### src/rtl/lavadora_pkg.sv
// Shared definitions for the washing-machine sequencing controller.
// Holds the phase encoding, the phase-counter width and the default
// phase durations used as parameter defaults by controlador_ciclo.
package lavadora_pkg;

    localparam int unsigned LARGURA_CONT = 8;

    localparam int unsigned TEMPO_ENCHER_MAX_PADRAO  = 20;
    localparam int unsigned TEMPO_MOLHO_PADRAO       = 4;
    localparam int unsigned TEMPO_LAVAGEM_PADRAO     = 5;
    localparam int unsigned TEMPO_DRENAR_PADRAO      = 3;
    localparam int unsigned TEMPO_CENTRIFUGAR_PADRAO = 6;

    typedef enum logic [2:0] {
        FASE_IDLE        = 3'd0,
        FASE_ENCHER      = 3'd1,
        FASE_MOLHO       = 3'd2,
        FASE_LAVAR       = 3'd3,
        FASE_DRENAR      = 3'd4,
        FASE_CENTRIFUGAR = 3'd5,
        FASE_FIM         = 3'd6,
        FASE_ERRO        = 3'd7
    } fase_t;

    // Timed phases: the only ones that can pause and that use the counter.
    function automatic logic fase_temporizada(input fase_t f);
        return (f == FASE_ENCHER) || (f == FASE_MOLHO) || (f == FASE_LAVAR) ||
               (f == FASE_DRENAR) || (f == FASE_CENTRIFUGAR);
    endfunction

endpackage

### src/rtl/temporizador_fase.sv
// Phase timer shared by every timed phase of controlador_ciclo.
// Ports:
//   i_clock      system clock, rising edge
//   i_reset_n    asynchronous active-low reset
//   i_limpar     clear the count to 0 (phase entry)
//   i_habilitar  count this cycle (phase active and not paused)
//   i_terminal   terminal count (phase length - 1)
//   fim_tempo    count equals terminal
module temporizador_fase
    import lavadora_pkg::*;
(
    input  logic                    i_clock,
    input  logic                    i_reset_n,
    input  logic                    i_limpar,
    input  logic                    i_habilitar,
    input  logic [LARGURA_CONT-1:0] i_terminal,
    output logic                    fim_tempo
);

    logic [LARGURA_CONT-1:0] r_contagem;

    // The count holds at the terminal value so that a pause taken on a
    // phase's final cycle resumes into that same final cycle without wrapping.
    always_ff @(posedge i_clock or negedge i_reset_n) begin
        if (!i_reset_n) begin
            r_contagem <= '0;
        end else if (i_limpar) begin
            r_contagem <= '0;
        end else if (i_habilitar && !fim_tempo) begin
            r_contagem <= r_contagem + 1'b1;
        end
    end

    assign fim_tempo = (r_contagem == i_terminal);

endmodule

### src/rtl/controlador_ciclo.sv
// Washing-machine programme sequencer: fill, optional soak, wash, drain,
// spin. Drives all actuators, owns phase timing, pauses on door open and
// faults on fill timeout.
// Build option: define CICLO_MOLHO_EN to include the soak (MOLHO) phase;
// without it ENCHER goes straight to LAVAR.
// Ports:
//   clock, reset_n           clock (rising edge), async active-low reset
//   start                    level programme request
//   porta_fechada            door closed sensor (1 = closed)
//   nivel_cheio              water level full sensor
//   valvula_agua, motor_lavagem, bomba, motor_centrifuga   actuators
//   fase                     current phase code
//   pausado, concluido, erro status flags
module controlador_ciclo
    import lavadora_pkg::*;
#(
    parameter int unsigned TEMPO_ENCHER_MAX  = TEMPO_ENCHER_MAX_PADRAO,
    parameter int unsigned TEMPO_MOLHO       = TEMPO_MOLHO_PADRAO,
    parameter int unsigned TEMPO_LAVAGEM     = TEMPO_LAVAGEM_PADRAO,
    parameter int unsigned TEMPO_DRENAR      = TEMPO_DRENAR_PADRAO,
    parameter int unsigned TEMPO_CENTRIFUGAR = TEMPO_CENTRIFUGAR_PADRAO
) (
    input  logic       clock,
    input  logic       reset_n,
    input  logic       start,
    input  logic       porta_fechada,
    input  logic       nivel_cheio,
    output logic       valvula_agua,
    output logic       motor_lavagem,
    output logic       bomba,
    output logic       motor_centrifuga,
    output logic [2:0] fase,
    output logic       pausado,
    output logic       concluido,
    output logic       erro
);

    fase_t r_estado;
    fase_t w_estado_prox;
    fase_t w_apos_encher;
    logic  r_pausado;
    logic  w_pausado_prox;
    logic  r_armado;
    logic  r_valvula;
    logic  r_motor_lavagem;
    logic  r_bomba;
    logic  r_motor_centrifuga;
    logic  r_concluido;
    logic  r_erro;
    logic  w_fim_tempo;
    logic  w_limpar;
    logic  w_habilitar;
    logic [LARGURA_CONT-1:0] w_terminal;

`ifdef CICLO_MOLHO_EN
    assign w_apos_encher = FASE_MOLHO;
`else
    assign w_apos_encher = FASE_LAVAR;
`endif

    always_comb begin
        w_terminal = '0;
        case (r_estado)
            FASE_ENCHER:      w_terminal = LARGURA_CONT'(TEMPO_ENCHER_MAX - 1);
            FASE_MOLHO:       w_terminal = LARGURA_CONT'(TEMPO_MOLHO - 1);
            FASE_LAVAR:       w_terminal = LARGURA_CONT'(TEMPO_LAVAGEM - 1);
            FASE_DRENAR:      w_terminal = LARGURA_CONT'(TEMPO_DRENAR - 1);
            FASE_CENTRIFUGAR: w_terminal = LARGURA_CONT'(TEMPO_CENTRIFUGAR - 1);
            default:          w_terminal = '0;
        endcase
    end

    // An active cycle on which the door is seen open still counts toward the
    // phase; only cycles spent with pausado=1 are frozen.
    assign w_habilitar = fase_temporizada(r_estado) && !r_pausado;
    assign w_limpar    = (w_estado_prox != r_estado);

    temporizador_fase u_temporizador (
        .i_clock     (clock),
        .i_reset_n   (reset_n),
        .i_limpar    (w_limpar),
        .i_habilitar (w_habilitar),
        .i_terminal  (w_terminal),
        .fim_tempo   (w_fim_tempo)
    );

    always_ff @(posedge clock or negedge reset_n) begin
        if (!reset_n) begin
            r_estado  <= FASE_IDLE;
            r_pausado <= 1'b0;
        end else begin
            r_estado  <= w_estado_prox;
            r_pausado <= w_pausado_prox;
        end
    end

    always_comb begin
        w_estado_prox  = r_estado;
        w_pausado_prox = r_pausado;
        case (r_estado)
            FASE_IDLE: begin
                if (start && porta_fechada && r_armado) begin
                    w_estado_prox = FASE_ENCHER;
                end
            end
            FASE_FIM, FASE_ERRO: begin
                if (!start) begin
                    w_estado_prox = FASE_IDLE;
                end
            end
            default: begin
                if (r_pausado) begin
                    if (porta_fechada) begin
                        w_pausado_prox = 1'b0;
                    end
                end else if (!porta_fechada) begin
                    w_pausado_prox = 1'b1;
                end else begin
                    case (r_estado)
                        FASE_ENCHER: begin
                            if (nivel_cheio) begin
                                w_estado_prox = w_apos_encher;
                            end else if (w_fim_tempo) begin
                                w_estado_prox = FASE_ERRO;
                            end
                        end
                        FASE_MOLHO: begin
                            if (w_fim_tempo) w_estado_prox = FASE_LAVAR;
                        end
                        FASE_LAVAR: begin
                            if (w_fim_tempo) w_estado_prox = FASE_DRENAR;
                        end
                        FASE_DRENAR: begin
                            if (w_fim_tempo) w_estado_prox = FASE_CENTRIFUGAR;
                        end
                        FASE_CENTRIFUGAR: begin
                            if (w_fim_tempo) w_estado_prox = FASE_FIM;
                        end
                        default: begin
                        end
                    endcase
                end
            end
        endcase
    end

    // A new programme needs start to have been seen low since reset or since
    // the last programme began, so a start held through reset cannot restart.
    always_ff @(posedge clock or negedge reset_n) begin
        if (!reset_n) begin
            r_armado <= 1'b0;
        end else if (!start) begin
            r_armado <= 1'b1;
        end else if ((r_estado == FASE_IDLE) && (w_estado_prox == FASE_ENCHER)) begin
            r_armado <= 1'b0;
        end
    end

    // Outputs decoded from the next state so they move on the same edge as fase.
    always_ff @(posedge clock or negedge reset_n) begin
        if (!reset_n) begin
            r_valvula          <= 1'b0;
            r_motor_lavagem    <= 1'b0;
            r_bomba            <= 1'b0;
            r_motor_centrifuga <= 1'b0;
            r_concluido        <= 1'b0;
            r_erro             <= 1'b0;
        end else begin
            r_valvula          <= (w_estado_prox == FASE_ENCHER) && !w_pausado_prox;
            r_motor_lavagem    <= (w_estado_prox == FASE_LAVAR) && !w_pausado_prox;
            r_bomba            <= ((w_estado_prox == FASE_DRENAR) ||
                                   (w_estado_prox == FASE_CENTRIFUGAR)) && !w_pausado_prox;
            r_motor_centrifuga <= (w_estado_prox == FASE_CENTRIFUGAR) && !w_pausado_prox;
            r_concluido        <= (w_estado_prox == FASE_FIM);
            r_erro             <= (w_estado_prox == FASE_ERRO);
        end
    end

    assign valvula_agua     = r_valvula;
    assign motor_lavagem    = r_motor_lavagem;
    assign bomba            = r_bomba;
    assign motor_centrifuga = r_motor_centrifuga;
    assign fase             = r_estado;
    assign pausado          = r_pausado;
    assign concluido        = r_concluido;
    assign erro             = r_erro;

endmodule

### config.mk
export PLATFORM = sky130hd
export DESIGN_NAME = controlador_ciclo
export DESIGN_NICKNAME = d
export VERILOG_FILES = /design/src/rtl/lavadora_pkg.sv /design/src/rtl/temporizador_fase.sv /design/src/rtl/controlador_ciclo.sv
export SDC_FILE = /design/constraint.sdc
export NUM_CORES = 1
export LEC_CHECK = 0
export CORE_ASPECT_RATIO = 1.4
export CORE_UTILIZATION = 30
export DETAILED_ROUTE_END_ITERATION = 10
export PLACE_DENSITY = 0.54
export SYNTH_ARGS = -nofsm -noshare
export SYNTH_HDL_FRONTEND = slang
export SYNTH_SLANG_ARGS = --single-unit
### constraint.sdc
create_clock -name clock -period 2.7 [get_ports clock]
set_input_delay 0.81 -clock clock [delete_from_list [all_inputs] [get_ports clock]]
set_output_delay 0.81 -clock clock [all_outputs]
set_load 0.1 [all_outputs]
==> results of run 1 <==
-- per-layer routing --
| metal | wire [um] | share of wire (%) | vias to the layer above |
|---|---|---|---|
| li1 | - | - | 492 |
| met1 | 1122 | 40 | 481 |
| met2 | 1497 | 53 | 22 |
| met3 | 84 | 3.0 | 8 |
| met4 | 96 | 3.4 | 0 |
| met5 | 0 | 0 | - |
-- registers in the layout, indices dropped and copies added (netlist names) --
signal,cells
motor_centrifuga,1
concluido,1
valvula_agua,1
pausado,1
u_temporizador.r_contagem,8
erro,1
bomba,1
motor_lavagem,1
r_armado,1
fase,3
-- timing repair --
action,4_1_cts,5_1_grt
hold buffers,0,0
hold endpoints to repair,0,0
setup endpoints to repair,0,1
resized for setup,0,2
-- kinds of logic (layout without fill, tap and decap cells) --
group | Yosys count | count (layout) | share of synthesized area (%)
adder cells (fa/ha/maj) | 1 | 1 | 1.058
buffers and inverters | 12 | 32 | 4.550
flip-flops | 19 | 19 | 40.21
AO/OA/AOI/OAI | 27 | 27 | 15.87
multiplexers | 1 | 1 | 0.8466
AND/OR/NAND/NOR | 59 | 59 | 30.79
XOR/XNOR | 9 | 9 | 6.667
-- through the flow --
stage / setup slack [ns] / std cells
after detailed placement: 0.04442 / 186
after CTS: 0.1297 / 190
after global placement: 0.09853 / 186
final: 0.2354 / 190
after floorplan: 0.009953 / 128
after global routing: 0.03492 / 190
-- layout by cell type (no fill, tap or decap), types with 2 or more instances in the layout --
cell,synthesis,final
dfrtp_1,19,17
buf_4,0,16
nor2_1,10,10
nand2_1,9,9
o21ai_0,8,8
inv_1,7,7
xor2_1,7,7
a21oi_1,8,7
nand3_1,5,5
nor2b_1,4,4
and3_1,4,4
nor3_1,4,4
clkdlybuf4s50_1,0,4
nand4_1,3,3
clkbuf_8,0,3
nor3b_2,1,2
o21ai_1,2,2
and2_1,2,2
nor3_2,2,2
nand2b_1,2,2
nor4_2,2,2
xnor2_1,2,2
dfrtp_2,0,2
-- tightest hold or removal path: cells and delay by family (launching register included) --
family	cells	cell delay (ns)
XOR/XNOR	1	0.08
flip-flops	1	0.38
AND/OR/NAND/NOR	1	0.07
-- final timing paths --
kind | from | slack, ns | endpoint
setup / recovery | fase[1] | 0.24 | bomba
hold / removal | u_temporizador.r_contagem[7] | 0.57 | u_temporizador.r_contagem[7]
setup reg to reg | fase[1] | 0.24 | bomba
hold reg to reg | u_temporizador.r_contagem[7] | 0.57 | u_temporizador.r_contagem[7]
max in group asynchronous | reset_n | 1.32 | bomba
min in group asynchronous | reset_n | 0.86 | u_temporizador.r_contagem[7]
-- final cells by class --
class / instances / area share, %
Tap cell: 42 / 3.630
Multi-Input combinational cell: 97 / 45.72
Sequential cell: 19 / 33.02
Clock inverter: 1 / 0.5186
Timing Repair Buffer: 21 / 12.45
Inverter: 7 / 1.815
Clock buffer: 3 / 2.852
==> results.sh, run 1 <==
export IMPL_arrival_ns=2.62
export IMPL_ff_latch_area_um2=478.0
export IMPL_top_usage_layer="met2"
export IMPL_slew_violations=0
export IMPL_worstPathRequired_ns=2.86
export IMPL_synthCells=128
export IMPL_grt_total_usage_pct=15.53
export IMPL_netlist_area_mm2=0.001182
export IMPL_cts_root_buf="clkbuf_8"
export IMPL_yosysSeqAreaShare_pct=40.21
export IMPL_synth_fp_nets=134
export IMPL_start_kind="flip-flop"
export IMPL_grt_pass1_wl_um=4761
export IMPL_ys_ff_latch=19
export IMPL_syn2layout_area_growth_pct=22.43
export IMPL_synth_most_common_cell="dfrtp_1"
export IMPL_io_buffers=14
export IMPL_yosysUniqueCellTypes=44
export IMPL_initial_core_util_pct=31.88
export IMPL_ant_nets=0
export IMPL_drive_gt1_share_pct=24.32
export IMPL_dieHeight_um=76.28
export IMPL_clock_sinks=19
export IMPL_final_core_util_pct=39.04
export IMPL_critPathMaxFanout=9
export IMPL_reg2reg_depth=7
export IMPL_yosysWarnings=0
export IMPL_synth_main_ff_cell="dfrtp_1"
export IMPL_max_cap_violations=0
export IMPL_cts_buffer_depth=2
export IMPL_gp_congestion=0.8908
export IMPL_ys_top_cells_by_count="19 x dfrtp_1, 10 x nor2_1, 9 x nand2_1"
export IMPL_multiInputGateArea_um2=661.9
export IMPL_die_w_um=55.06
export IMPL_drc=0
export IMPL_num_vias=1003
export IMPL_path_buf_inv=0
export IMPL_synth_edff_count=0
export IMPL_clk_latency_ns=0.26
export IMPL_num_antenna_cells=0
export IMPL_cts_tree="done"
export IMPL_hp_class="flip-flop to flip-flop"
export IMPL_n_fill_cell=402
export IMPL_crit_path_max_incr_delay_ns=0.51
export IMPL_setup_viol=0
export IMPL_grt_max_degree=13
export IMPL_coreArea_mm2=0.003709
export IMPL_period_needed_ns=2.465
export IMPL_antenna_found_initial=0
export IMPL_rsz0062_at_grt="false"
export IMPL_slowest_stage="dfrtp_1"
export IMPL_synth_area_top_cells="dfrtp_1 40%, xor2_1 5.2%, a21oi_1 3.4%"
export IMPL_syn_avg_cell_area_um2=9.237
export IMPL_use_met2_pct=25.66
export IMPL_cts_buffers=3
export IMPL_path_class="flip-flop to flip-flop"
export IMPL_use_met3_pct=2.196
export IMPL_fin_nets=155
export IMPL_setup_worst_path_end_class="flip-flop"
export IMPL_dpl_cell_area_mm2=0.001390
export IMPL_grt_met1_usage_pct=18.80
export IMPL_htree_levels=1
export IMPL_worstPathCellList="nor3b_2, or3_4, a211oi_4, nand4_2, nor2_1, o21ai_1, nor4_2"
export IMPL_fin_worst_skew_ns=0.003068
export IMPL_rows=26
export IMPL_status="completed"
export IMPL_final_hold_violation_count=0
export IMPL_synth_top_cell_by_area="dfrtp_1"
export IMPL_clkTransAtPathRegs_ns=0.08
export IMPL_fin_crit_sh_pct=91.28
export IMPL_num_io_pins=15
export IMPL_wl_per_cell_um=14.74
export IMPL_grt_ovfl_total=0
export IMPL_fp_dieArea_mm2=0.004200
export IMPL_crit_cells=7
export IMPL_hold_slack_ns=0.5714
export IMPL_dp_hpwl_um=2188
export IMPL_stdcell_area_mm2=0.001448
export IMPL_worst_pin_slew_ns=0.4978
export IMPL_drtIter0Drc=28
export IMPL_viasPerCell=5.279
export IMPL_dr_pass1_iters=4
export IMPL_grt_pass1_vias=1026
export IMPL_wirelength_um=2800
export IMPL_hold_depth=2
export IMPL_synthArstFlopShare_pct=100.0
export IMPL_synth_top_cell_area_share_pct=40.21
export IMPL_tns_ns=0
export IMPL_relSlewSlack_pct=66.70
export IMPL_path_delay_family="simple AND/OR/NAND/NOR gates"
export IMPL_post_cts_buffers=0
export IMPL_max_freq_mhz=405.8
Power of run 1 is not shown: default switching activity piles up to over one toggle a cycle in this logic, so the estimate is an artifact.
==> run 2, diff against run 1 <==
SKIP_LAST_GASP = 1   (was not set)
SLEW_MARGIN = 20   (was not set)
==> results of run 2 <==
Same layout as run 1: the final DEF is identical, and so are final timing and power.
Power of run 2 is left out for the same reason.
